$ cat src/rtl/map_table_restore_ctrl_if.sv
// rtl/map_table_restore_ctrl_if.sv - restore request, ROB read, map kill and free-list push signal bundle
interface map_table_restore_ctrl_if #(
  parameter int ROB_IDX_W = 4
);
  // branch-resolve request and ROB pointers
  logic                 restore_req_valid;
  logic [ROB_IDX_W-1:0] restore_req_rob_index;
  logic [ROB_IDX_W-1:0] rob_head_index;
  logic [ROB_IDX_W-1:0] rob_tail_index;

  // ROB read port
  logic [ROB_IDX_W-1:0] rob_read_index;
  logic                 rob_read_writes_reg;
  logic [4:0]           rob_read_dest_arch_reg_tag;
  logic [5:0]           rob_read_old_dest_phys_reg_tag;
  logic [5:0]           rob_read_new_dest_phys_reg_tag;

  // map table kill port
  logic                 kill_map_valid;
  logic [4:0]           kill_map_dest_arch_reg_tag;
  logic [5:0]           kill_map_old_dest_phys_reg_tag;
  logic [5:0]           kill_map_new_dest_phys_reg_tag;

  // free list push port
  logic                 free_push_valid;
  logic [5:0]           free_push_phys_reg_tag;
  logic                 free_push_ready;

  // status toward dispatch / ROB
  logic                 restore_busy;
  logic                 restore_done;
  logic [ROB_IDX_W-1:0] restore_new_tail;

  // environment side: resolve logic, ROB, map table and free list
  modport master (
    output restore_req_valid, restore_req_rob_index, rob_head_index, rob_tail_index,
    output rob_read_writes_reg, rob_read_dest_arch_reg_tag,
    output rob_read_old_dest_phys_reg_tag, rob_read_new_dest_phys_reg_tag,
    output free_push_ready,
    input  rob_read_index,
    input  kill_map_valid, kill_map_dest_arch_reg_tag,
    input  kill_map_old_dest_phys_reg_tag, kill_map_new_dest_phys_reg_tag,
    input  free_push_valid, free_push_phys_reg_tag,
    input  restore_busy, restore_done, restore_new_tail
  );

  // restore controller side
  modport slave (
    input  restore_req_valid, restore_req_rob_index, rob_head_index, rob_tail_index,
    input  rob_read_writes_reg, rob_read_dest_arch_reg_tag,
    input  rob_read_old_dest_phys_reg_tag, rob_read_new_dest_phys_reg_tag,
    input  free_push_ready,
    output rob_read_index,
    output kill_map_valid, kill_map_dest_arch_reg_tag,
    output kill_map_old_dest_phys_reg_tag, kill_map_new_dest_phys_reg_tag,
    output free_push_valid, free_push_phys_reg_tag,
    output restore_busy, restore_done, restore_new_tail
  );
endinterface

$ cat src/rtl/map_table_restore_ctrl.sv
// rtl/map_table_restore_ctrl.sv - mispredict map-table restore walker; optional counters under MAP_RESTORE_PERF_CNT_EN
module map_table_restore_ctrl #(
  parameter int ROB_DEPTH = 16,
  parameter int ROB_IDX_W = $clog2(ROB_DEPTH)
) (
  input  logic CLK,
  input  logic nRST,
`ifdef MAP_RESTORE_PERF_CNT_EN
  output logic [15:0] perf_restore_count,
  output logic [15:0] perf_walk_cycles,
`endif
  map_table_restore_ctrl_if.slave ctrl
);

  typedef enum logic [1:0] {
    IDLE = 2'd0,
    WALK = 2'd1,
    DONE = 2'd2
  } state_t;

  localparam logic [ROB_IDX_W-1:0] IDX_ONE = ROB_IDX_W'(1);

  state_t               state_q, state_d;
  logic [ROB_IDX_W-1:0] ptr_q, ptr_d;
  logic [ROB_IDX_W-1:0] target_q, target_d;

  logic [ROB_IDX_W-1:0] ptr_dec;
  logic [ROB_IDX_W-1:0] tail_dec;
  logic [ROB_IDX_W-1:0] req_age;
  logic [ROB_IDX_W-1:0] tgt_age;
  logic [ROB_IDX_W-1:0] ptr_age;
  logic [ROB_IDX_W-1:0] walk_target;
  logic                 end_now;
  logic                 progress;

  logic                 rob_read_index_o;
  logic [ROB_IDX_W-1:0] rob_read_idx;
  logic                 kill_valid;
  logic [4:0]           kill_arch;
  logic [5:0]           kill_old;
  logic [5:0]           kill_new;
  logic                 push_valid;
  logic [5:0]           push_tag;
  logic                 busy;
  logic                 done;
  logic [ROB_IDX_W-1:0] new_tail;

  // ages are measured from the ROB head so wrapped indices compare correctly
  assign ptr_dec  = ptr_q - IDX_ONE;
  assign tail_dec = ctrl.rob_tail_index - IDX_ONE;
  assign req_age  = ctrl.restore_req_rob_index - ctrl.rob_head_index;
  assign tgt_age  = target_q - ctrl.rob_head_index;
  assign ptr_age  = ptr_q - ctrl.rob_head_index;

  // next-state, walk pointer, target and all port outputs
  always_comb begin
    state_d          = state_q;
    ptr_d            = ptr_q;
    target_d         = target_q;
    walk_target      = target_q;
    end_now          = 1'b0;
    progress         = 1'b0;
    rob_read_index_o = 1'b0;
    kill_valid       = 1'b0;
    kill_arch        = '0;
    kill_old         = '0;
    kill_new         = '0;
    push_valid       = 1'b0;
    push_tag         = '0;
    busy             = 1'b0;
    done             = 1'b0;
    new_tail         = '0;

    case (state_q)
      IDLE: begin
        busy = ctrl.restore_req_valid;
        if (ctrl.restore_req_valid) begin
          target_d = ctrl.restore_req_rob_index;
          if (tail_dec == ctrl.restore_req_rob_index) begin
            // mispredicting instruction is the youngest: nothing to undo
            state_d = DONE;
          end else begin
            ptr_d   = tail_dec;
            state_d = WALK;
          end
        end
      end

      WALK: begin
        busy             = 1'b1;
        rob_read_index_o = 1'b1;
        // an older mispredict extends the walk; younger or equal ones are dropped
        if (ctrl.restore_req_valid && (req_age < tgt_age)) begin
          target_d    = ctrl.restore_req_rob_index;
          walk_target = ctrl.restore_req_rob_index;
          end_now     = (ptr_age <= req_age);
        end

        if (end_now) begin
          state_d = DONE;
        end else begin
          // a writing entry only retires once the free list can take its register
          progress = !ctrl.rob_read_writes_reg || ctrl.free_push_ready;
          if (ctrl.rob_read_writes_reg && ctrl.free_push_ready) begin
            kill_valid = 1'b1;
            kill_arch  = ctrl.rob_read_dest_arch_reg_tag;
            kill_old   = ctrl.rob_read_old_dest_phys_reg_tag;
            kill_new   = ctrl.rob_read_new_dest_phys_reg_tag;
            push_valid = 1'b1;
            push_tag   = ctrl.rob_read_new_dest_phys_reg_tag;
          end
          if (progress) begin
            if (ptr_dec == walk_target) begin
              state_d = DONE;
            end else begin
              ptr_d = ptr_dec;
            end
          end
        end
      end

      DONE: begin
        busy     = 1'b1;
        done     = 1'b1;
        new_tail = target_q + IDX_ONE;
        state_d  = IDLE;
      end

      default: begin
        state_d = IDLE;
      end
    endcase

    rob_read_idx = rob_read_index_o ? ptr_q : '0;
  end

  assign ctrl.rob_read_index                 = rob_read_idx;
  assign ctrl.kill_map_valid                 = kill_valid;
  assign ctrl.kill_map_dest_arch_reg_tag     = kill_arch;
  assign ctrl.kill_map_old_dest_phys_reg_tag = kill_old;
  assign ctrl.kill_map_new_dest_phys_reg_tag = kill_new;
  assign ctrl.free_push_valid                = push_valid;
  assign ctrl.free_push_phys_reg_tag         = push_tag;
  assign ctrl.restore_busy                   = busy;
  assign ctrl.restore_done                   = done;
  assign ctrl.restore_new_tail               = new_tail;

  // walker state registers; reset abandons any partial walk
  always_ff @(posedge CLK or negedge nRST) begin
    if (!nRST) begin
      state_q  <= IDLE;
      ptr_q    <= '0;
      target_q <= '0;
    end else begin
      state_q  <= state_d;
      ptr_q    <= ptr_d;
      target_q <= target_d;
    end
  end

`ifdef MAP_RESTORE_PERF_CNT_EN
  logic [15:0] perf_restore_count_q, perf_restore_count_d;
  logic [15:0] perf_walk_cycles_q, perf_walk_cycles_d;

  // saturating event counters: completed restores and walk cycles (stalls included)
  always_comb begin
    perf_restore_count_d = perf_restore_count_q;
    perf_walk_cycles_d   = perf_walk_cycles_q;
    if ((state_q == DONE) && (perf_restore_count_q != 16'hFFFF)) begin
      perf_restore_count_d = perf_restore_count_q + 16'd1;
    end
    if ((state_q == WALK) && (perf_walk_cycles_q != 16'hFFFF)) begin
      perf_walk_cycles_d = perf_walk_cycles_q + 16'd1;
    end
  end

  // counter registers
  always_ff @(posedge CLK or negedge nRST) begin
    if (!nRST) begin
      perf_restore_count_q <= '0;
      perf_walk_cycles_q   <= '0;
    end else begin
      perf_restore_count_q <= perf_restore_count_d;
      perf_walk_cycles_q   <= perf_walk_cycles_d;
    end
  end

  assign perf_restore_count = perf_restore_count_q;
  assign perf_walk_cycles   = perf_walk_cycles_q;
`endif

endmodule

$ cat src/flat_wrapper.sv
// flat-port wrapper written by rule: the top's interface ports become plain ports
module map_table_restore_ctrl_flat 
#(
  parameter int ROB_DEPTH = 16,
  parameter int ROB_IDX_W = $clog2(ROB_DEPTH)
)
  (CLK, nRST, ctrl_restore_req_valid, ctrl_restore_req_rob_index, ctrl_rob_head_index, ctrl_rob_tail_index, ctrl_rob_read_writes_reg, ctrl_rob_read_dest_arch_reg_tag, ctrl_rob_read_old_dest_phys_reg_tag, ctrl_rob_read_new_dest_phys_reg_tag, ctrl_free_push_ready, ctrl_rob_read_index, ctrl_kill_map_valid, ctrl_kill_map_dest_arch_reg_tag, ctrl_kill_map_old_dest_phys_reg_tag, ctrl_kill_map_new_dest_phys_reg_tag, ctrl_free_push_valid, ctrl_free_push_phys_reg_tag, ctrl_restore_busy, ctrl_restore_done, ctrl_restore_new_tail);
  map_table_restore_ctrl_if #(.ROB_IDX_W(ROB_IDX_W)) ctrl_i ();
  input  logic CLK;
  input  logic nRST;
  input wire logic [$bits(ctrl_i.restore_req_valid)-1:0] ctrl_restore_req_valid;
  input wire logic [$bits(ctrl_i.restore_req_rob_index)-1:0] ctrl_restore_req_rob_index;
  input wire logic [$bits(ctrl_i.rob_head_index)-1:0] ctrl_rob_head_index;
  input wire logic [$bits(ctrl_i.rob_tail_index)-1:0] ctrl_rob_tail_index;
  input wire logic [$bits(ctrl_i.rob_read_writes_reg)-1:0] ctrl_rob_read_writes_reg;
  input wire logic [$bits(ctrl_i.rob_read_dest_arch_reg_tag)-1:0] ctrl_rob_read_dest_arch_reg_tag;
  input wire logic [$bits(ctrl_i.rob_read_old_dest_phys_reg_tag)-1:0] ctrl_rob_read_old_dest_phys_reg_tag;
  input wire logic [$bits(ctrl_i.rob_read_new_dest_phys_reg_tag)-1:0] ctrl_rob_read_new_dest_phys_reg_tag;
  input wire logic [$bits(ctrl_i.free_push_ready)-1:0] ctrl_free_push_ready;
  output wire logic [$bits(ctrl_i.rob_read_index)-1:0] ctrl_rob_read_index;
  output wire logic [$bits(ctrl_i.kill_map_valid)-1:0] ctrl_kill_map_valid;
  output wire logic [$bits(ctrl_i.kill_map_dest_arch_reg_tag)-1:0] ctrl_kill_map_dest_arch_reg_tag;
  output wire logic [$bits(ctrl_i.kill_map_old_dest_phys_reg_tag)-1:0] ctrl_kill_map_old_dest_phys_reg_tag;
  output wire logic [$bits(ctrl_i.kill_map_new_dest_phys_reg_tag)-1:0] ctrl_kill_map_new_dest_phys_reg_tag;
  output wire logic [$bits(ctrl_i.free_push_valid)-1:0] ctrl_free_push_valid;
  output wire logic [$bits(ctrl_i.free_push_phys_reg_tag)-1:0] ctrl_free_push_phys_reg_tag;
  output wire logic [$bits(ctrl_i.restore_busy)-1:0] ctrl_restore_busy;
  output wire logic [$bits(ctrl_i.restore_done)-1:0] ctrl_restore_done;
  output wire logic [$bits(ctrl_i.restore_new_tail)-1:0] ctrl_restore_new_tail;
  assign ctrl_i.restore_req_valid = ctrl_restore_req_valid;
  assign ctrl_i.restore_req_rob_index = ctrl_restore_req_rob_index;
  assign ctrl_i.rob_head_index = ctrl_rob_head_index;
  assign ctrl_i.rob_tail_index = ctrl_rob_tail_index;
  assign ctrl_i.rob_read_writes_reg = ctrl_rob_read_writes_reg;
  assign ctrl_i.rob_read_dest_arch_reg_tag = ctrl_rob_read_dest_arch_reg_tag;
  assign ctrl_i.rob_read_old_dest_phys_reg_tag = ctrl_rob_read_old_dest_phys_reg_tag;
  assign ctrl_i.rob_read_new_dest_phys_reg_tag = ctrl_rob_read_new_dest_phys_reg_tag;
  assign ctrl_i.free_push_ready = ctrl_free_push_ready;
  assign ctrl_rob_read_index = ctrl_i.rob_read_index;
  assign ctrl_kill_map_valid = ctrl_i.kill_map_valid;
  assign ctrl_kill_map_dest_arch_reg_tag = ctrl_i.kill_map_dest_arch_reg_tag;
  assign ctrl_kill_map_old_dest_phys_reg_tag = ctrl_i.kill_map_old_dest_phys_reg_tag;
  assign ctrl_kill_map_new_dest_phys_reg_tag = ctrl_i.kill_map_new_dest_phys_reg_tag;
  assign ctrl_free_push_valid = ctrl_i.free_push_valid;
  assign ctrl_free_push_phys_reg_tag = ctrl_i.free_push_phys_reg_tag;
  assign ctrl_restore_busy = ctrl_i.restore_busy;
  assign ctrl_restore_done = ctrl_i.restore_done;
  assign ctrl_restore_new_tail = ctrl_i.restore_new_tail;
  map_table_restore_ctrl #(.ROB_DEPTH(ROB_DEPTH), .ROB_IDX_W(ROB_IDX_W)) u_core (.CLK(CLK), .nRST(nRST), .ctrl(ctrl_i));
endmodule
$ cat config.mk
export PLATFORM = sky130hd
export DESIGN_NAME = map_table_restore_ctrl_flat
export DESIGN_NICKNAME = d
export VERILOG_FILES = /design/src/rtl/map_table_restore_ctrl_if.sv /design/src/rtl/map_table_restore_ctrl.sv /design/src/flat_wrapper.sv
export SDC_FILE = /design/constraint.sdc
export NUM_CORES = 1
export LEC_CHECK = 0
export CAP_MARGIN = 20
export CORE_MARGIN = 2
export CORE_UTILIZATION = 44
export CTS_BUF_LIST = sky130_fd_sc_hd__clkbuf_2
export DETAILED_ROUTE_END_ITERATION = 8
export PLACE_DENSITY = 0.93
export RECOVER_POWER = 100
export SYNTH_ARGS = -nofsm -noshare
export SYNTH_HDL_FRONTEND = slang
export SYNTH_SLANG_ARGS = --single-unit
$ cat constraint.sdc
create_clock -name CLK -period 4.9 [get_ports CLK]
set_input_delay 0.735 -clock CLK [delete_from_list [all_inputs] [get_ports CLK]]
set_output_delay 0.735 -clock CLK [all_outputs]
set_load 0.03 [all_outputs]
==> metrics, run 1 <==
status finished, final reports clean; Tot Pwr 1.18 mW; Port Buffer Count 68; Rows 21; Die ar. 4110 um2; period utilization 0.949; vias per inst 4.81; Netlist Area Pre-Place 1590 um2; combinational family with the most area after synthesis adder cells; CP Max Fanout 19; vias in the first global route 1461; Detailed Route Iter0 Violations 24; final clock skew 0.00776 ns; relative slew slack 0.582; sequential fraction of the synthesis area 0.157; placed cells 289; clock root cell clkbuf_2; final setup violation count 0; number of iterations in the first detailed-routing pass 4; xor/xnor cell area share of the yosys netlist 0.137; TritonCTS clock tree built; core area 3420 um2; Synth Area in Adders 0.210; final WL 4.11 mm; Vias 1420; largest net degree at the start of global routing 20; Die W 64.1 um; Hold WS 0.645 ns; pwr dens 538 nW/um2; CP Capture Type output pin; Synth Area in Compound Gates 0.138; first-pass GRT wire length 6.76 mm; synthesis-stage register bit count 10; Ant. Diodes 0; post-synthesis mux area share 0.0716; # hold bufs at CTS 0; startpoint types primary input; worst path required time 4.16 ns; Yosys cell types 41; Slew Viols, Final 0; WS Path Type in2out; gr usage total 0.204; unrepaired setup endpoints after global routing no; Layout area overhead 38.4%; Async S/R FF share, synth 1.00; prevailing post-synth register cell dfrtp_1; Area after DPL 2220 um2; Worst EP arrival 3.92 ns; antenna violations before repair 0; synthesized instance count 184; clk sinks 10; IO Pins 69; Layout Nets 308; Multi-input gate area 1180 um2; commonest non-fill, non-tap cell in the layout clkdlybuf4s50_1; Final Wtd Congestion 0.896; ANT nets after route 0; hpwl dp 3.42 mm; maximum vdd drop 0.000417 V; Register Area 250 um2; Final Hold Vio Count 0; H-tree depth 1; fillcell total 303; CTS Buf Count 3; share of cells above drive strength 1 0.169; Worst-Margin Slew 0.623 ns; EDFF count, synth 0; Routed WL per cell 13.9 um; Initial Utilization 0.466; most frequent cells in the layout clkdlybuf4s50_1 (31), and2_1 (22), ha_1 (21), inv_1 (19), xnor2_1 (14); non-filler cells, final 295; Leakage Power 1.08 nW; clock tree buffer depth 2; gr ovfl total 0; Reg clk slew, reported paths 0.10 ns; MaxCap Viol Count 0; syn avg cell area 8.64 um2; setup TNS 0 ns; Simple-Gate Fraction of Synth Area 0.197; final worst path period need 4.65 ns; Synth Net Count 242; post-route cell area 2200 um2; type of the worst min-delay path reg2reg; Clock Latency Late Sink 0.26 ns; warnings from Yosys 0; fmax 0.215 GHz; drc violations 0; Die H 64.1 um
cells in the mapped netlist (all sizes together), types with 2 or more instances:
master	number	share of area
and2	22	0.087
ha	21	0.17
inv	20	0.047
xnor2	14	0.077
nor2	11	0.026
dfrtp	10	0.16
xor2	10	0.060
buf	8	0.036
mux2i	8	0.050
a21oi	7	0.022
nand2	5	0.012
nor2b	5	0.020
o21ai	5	0.023
nand2b	4	0.016
fa	3	0.038
mux2	3	0.021
a21o	2	0.0094
a221oi	2	0.015
clkbuf	2	0.0047
nand3	2	0.0063
nand4	2	0.0079
nor3	2	0.0063
o211ai	2	0.0094
o2bb2ai	2	0.011
or2	2	0.0079
power by group:
part	internal, mW	switching (mW)	total [mW]	leakage, nW
Clock	0.0177	0.0305	0.0482	0.0140
Sequential	0.124	0.0651	0.189	0.116
Combinational	0.432	0.515	0.947	0.949
Total	0.574	0.610	1.18	1.08
per-layer routing:
| metal | vias to the layer above | global-route usage | routed length, um |
|---|---|---|---|
| met1 | 648 | 0.255 | 1840 |
| met2 | 26 | 0.371 | 2110 |
| met3 | 4 | 0.0352 | 140 |
| met5 | - | 0 | 0 |
| met4 | 0 | 0.0293 | 23 |
| li1 | 742 | - | - |
flip-flops by register name, summed over array words and instances, names as in the netlist:
signal / cells
u_core.ptr_q: 4
u_core.state_q: 2
u_core.target_q: 4
cells by family (layout without fill, tap and decap cells):
group                      after synthesis  count (layout)
muxes                                   11              11
adders and majority gates               25              25
and+or+nand+nor                         57              57
AOI/OAI and AO/OA                       27              27
buffers and inverters                   30              95
xor gates and xnor gates                24              24
DFF                                     10              10
worst max-delay path: stages:
cell	delay (ns)
clkdlybuf4s50_1	0.55
inv_1	0.07
ha_1	0.21
fa_1	0.52
inv_1	0.05
ha_1	0.26
a21oi_1	0.06
maj3_2	0.33
o21ai_4	0.19
a21oi_1	0.09
nor2_2	0.14
and3_1	0.22
buf_12	0.14
and2_1	0.14
buf_2	0.20
repair_timing:
action	4_1_cts	5_1_grt
hold endpoints to repair	0	0
buffers inserted	0	2
endpoints found under the setup margin	0	23
gates resized for setup	0	2
metrics by stage:
stage          utilization  worst slack (ns)
3_3_place_gp         0.650             0.287
2_1_floorplan            -             0.433
4_1_cts              0.656             0.161
5_1_grt              0.644            0.0318
3_5_place_dp         0.650             0.177
6_report             0.644             0.250
layout make-up:
cell class                 instances  area share
clock buffer                       3     0.00682
timing repair buffer              71       0.280
inverter                          20      0.0341
multi-input combinational        144       0.538
clock inverter                     1     0.00171
tap                               46      0.0262
sequential                        10       0.114
final timing paths:
| check | startpoint | endpoint | slack (ns) | cells past startpoint |
|---|---|---|---|---|
| min in group asynchronous | nRST | u_core.ptr_q[0]$_DFFE_PN0P_ | 0.86 | 1 |
| worst min register to register | u_core.state_q[0]$_DFFE_PN0P_ | u_core.state_q[0]$_DFFE_PN0P_ | 0.65 | 2 |
| max in group asynchronous | nRST | u_core.target_q[2]$_DFFE_PN0P_ | 3.70 | 1 |
| worst max register to register | u_core.target_q[0]$_DFFE_PN0P_ | u_core.ptr_q[3]$_DFFE_PN0P_ | 1.25 | 15 |
| worst min-delay path | u_core.state_q[0]$_DFFE_PN0P_ | u_core.state_q[0]$_DFFE_PN0P_ | 0.65 | 2 |
| worst max-delay path | ctrl_restore_req_rob_index[0] | ctrl_free_push_phys_reg_tag[1] | 0.25 | 15 |
(Power assumes the default switching activity.)
==> inputs of run 2 (changes only) <==
--- a/config.mk
+++ b/config.mk
@@ -5,8 +5,9 @@
 export SDC_FILE = /design/constraint.sdc
 export NUM_CORES = 1
 export LEC_CHECK = 0
+export ABC_CLOCK_PERIOD_IN_PS = 4900
 export CAP_MARGIN = 20
-export CORE_MARGIN = 2
+export CORE_MARGIN = 5
 export CORE_UTILIZATION = 44
 export CTS_BUF_LIST = sky130_fd_sc_hd__clkbuf_2
 export DETAILED_ROUTE_END_ITERATION = 8
==> metrics, run 2 (same netlist as run 1, synthesis figures left out) <==
Initial Utilization 0.466 (unchanged); CP Capture Type output pin; CTS Buf Count 3 (unchanged); fillcell total 304 (+0.33%); Slew Viols, Final 0 (unchanged); clock root cell clkbuf_2; Routed WL per cell 15.0 um (+7.5%); relative slew slack 0.590 (+0.00802); Worst Slack Setup Final 0.175 ns (-0.0747 ns); worst path required time 4.16 ns (about the same); commonest non-fill, non-tap cell in the layout clkdlybuf4s50_1; fmax 0.212 GHz (-1.6%); clock share of power 0.041 (about the same); Die ar. 4920 um2 (+20%); Logic pwr share 0.798 (-0.002); RR Startpoint u_core.target_q[0]$_DFFE_PN0P_; Final Wtd Congestion 0.861 (-3.9%); status finished, final reports clean; Clock Latency Late Sink 0.26 ns (about the same); Worst R2R End u_core.ptr_q[0]$_DFFE_PN0P_; final worst path period need 4.72 ns (+0.0747 ns); largest net degree at the start of global routing 20 (unchanged); Multi-input gate area 1180 um2 (unchanged); Critical Path End ctrl_free_push_phys_reg_tag[2]; CP Max Fanout 19 (unchanged); antenna violations before repair 0 (unchanged); Net Sw Frac 0.525 (+0.00950); pwr dens 538 nW/um2 (about the same); Reg2Reg Depth 15 (unchanged); Layout Nets 307 (-0.32%); biggest regs u_core.ptr_q (4), u_core.target_q (4), u_core.state_q (2); ANT nets after route 0 (unchanged); clock tree buffer depth 2 (unchanged); hpwl dp 3.77 mm (+10%); CP startpoint ctrl_restore_req_rob_index[0]; r2r setup slk 1.01 ns (-0.24 ns); share of cells above drive strength 1 0.149 (-0.0195); gr usage total 0.180 (-0.0239); final clock skew 0.000758 ns (-0.00700 ns); vias in the first global route 1556 (+6.5%); Int Pwr 556 uW (-3.2%); post-route cell area 2170 um2 (-1.2%); final setup violation count 0 (unchanged); P_sw 614 uW (+0.53%); Rows 21 (unchanged); period utilization 0.964 (+0.0153); Final Hold Vio Count 0 (unchanged); number of iterations in the first detailed-routing pass 4 (unchanged); vias per inst 5.07 (+5.3%); # hold bufs at CTS 0 (unchanged); gr ovfl total 0 (unchanged); Detailed Route Iter0 Violations 62 (+160%); Die H 70.1 um (+9.4%); Ant. Diodes 0 (unchanged); Area after DPL 2220 um2 (-0.23%); Die W 70.1 um (+9.4%); Leakage Power 1.06 nW (-1.5%); met1 wire length 1.69 mm (-8.4%); IO Pins 69 (unchanged); non-filler cells, final 294 (-0.34%); clk sinks 10 (unchanged); TritonCTS clock tree built; Reg clk slew, reported paths 0.10 ns (about the same); MaxCap Viol Count 0 (unchanged); type of the worst min-delay path reg2reg; Top Metal Used met4; Vias 1490 (+4.9%); maximum vdd drop 0.000377 V (-9.4%); Worst EP arrival 3.99 ns (+0.07 ns); met2 WL post-DR 2.43 mm (+15%); core area 3420 um2 (unchanged); Worst-Margin Slew 0.607 ns (-0.0163 ns); Reg power frac 0.161 (about the same); Register Area 250 um2 (unchanged); final WL 4.41 mm (+7.2%); Tot Pwr 1.17 mW (-1.3%); DR WL met3 248 um (+77%); H-tree depth 1 (unchanged); drc violations 0 (unchanged); DP Worst Slack 0.219 ns (+0.0422 ns); Port Buffer Count 68 (unchanged); first-pass GRT wire length 7.27 mm (+7.5%); WS Path Type in2out; most frequent cells in the layout clkdlybuf4s50_1 (32), ha_1 (21), inv_1 (20), and2_1 (19), clkbuf_2 (17); placed cells 290 (+0.35%); Layout area overhead 36.7%; startpoint types primary input
==> run 2: cell count changes in the layout (fill, tap and decap cells not counted), moves of 2 or more <==
cell / delta
mux2_2: -2
clkbuf_4: -3
mux2_1: +2
clkbuf_2: +5
and2_0: +3
and2_1: -3
buf_2: -4
==> run 2: critical path, cell delays in order <==
cell and delay (ns):
clkdlybuf4s50_1 0.55, inv_1 0.07, ha_1 0.22, fa_1 0.55, inv_1 0.06, ha_1 0.27, a21oi_1 0.07, maj3_2 0.34
o21ai_4 0.16, a21oi_1 0.09, nor2_2 0.14, and3_1 0.18, buf_4 0.19, and2_0 0.19, buf_4 0.18
==> run 2: how the worst min path moves through the flow <==
stage / end / startpoint / slack (ns) / depth (start not counted)
2_1_floorplan: u_core.ptr_q[0]$_DFFE_PN0P_ / nRST / 0.44 / 0
4_1_cts: u_core.state_q[0]$_DFFE_PN0P_ / u_core.state_q[0]$_DFFE_PN0P_ / 0.64 / 2
3_5_place_dp: u_core.state_q[0]$_DFFE_PN0P_ / u_core.state_q[0]$_DFFE_PN0P_ / 0.61 / 2
6_report: u_core.state_q[0]$_DFFE_PN0P_ / u_core.state_q[0]$_DFFE_PN0P_ / 0.63 / 2
5_1_grt: u_core.target_q[2]$_DFFE_PN0P_ / u_core.target_q[2]$_DFFE_PN0P_ / 0.68 / 1
3_3_place_gp: u_core.state_q[0]$_DFFE_PN0P_ / u_core.state_q[0]$_DFFE_PN0P_ / 0.60 / 2
==> run 2: layout make-up <==
class                   instances  share of cell area
clock inverters                 1             0.00173
clock buffers                   3             0.00690
repair buffers                 70               0.271
multi-input cells             144               0.544
flip-flops and latches         10               0.115
inverters                      20              0.0345
well taps                      46              0.0265
==> run 2: stage by stage <==
step	utilization	TNS, ns	hold slack [ns]
after detailed placement	0.649	0	0.606
after CTS	0.654	0	0.635
final	0.637	0	0.626
after global routing	0.637	-0.00387	0.680
after floorplan	-	0	0.439
after global placement	0.649	0	0.596
==> run 2: power groups by stage <==
stage	Clock (mW)	Sequential, mW	Combinational [mW]
CTS	0.0504	0.187	0.998
floorplan	0	0.171	0.742
detailed placement	0	0.190	0.990
global placement	0	0.187	0.955
finish	0.0475	0.188	0.934
global route	0.0552	0.198	1.03
==> run 2: what timing repair did <==
| item | in CTS | in global routing |
|---|---|---|
| resized for setup | 0 | 1 |
| endpoints found under the hold margin | 0 | 0 |
| setup buffers | 0 | 0 |
| setup endpoints to repair | 0 | 11 |
==> run 2: per-layer routing <==
metal / GRT usage / vias to the layer above
met5: 0 / -
met4: 0.0404 / 0
met3: 0.0459 / 6
met2: 0.336 / 42
met1: 0.203 / 701
li1: - / 741
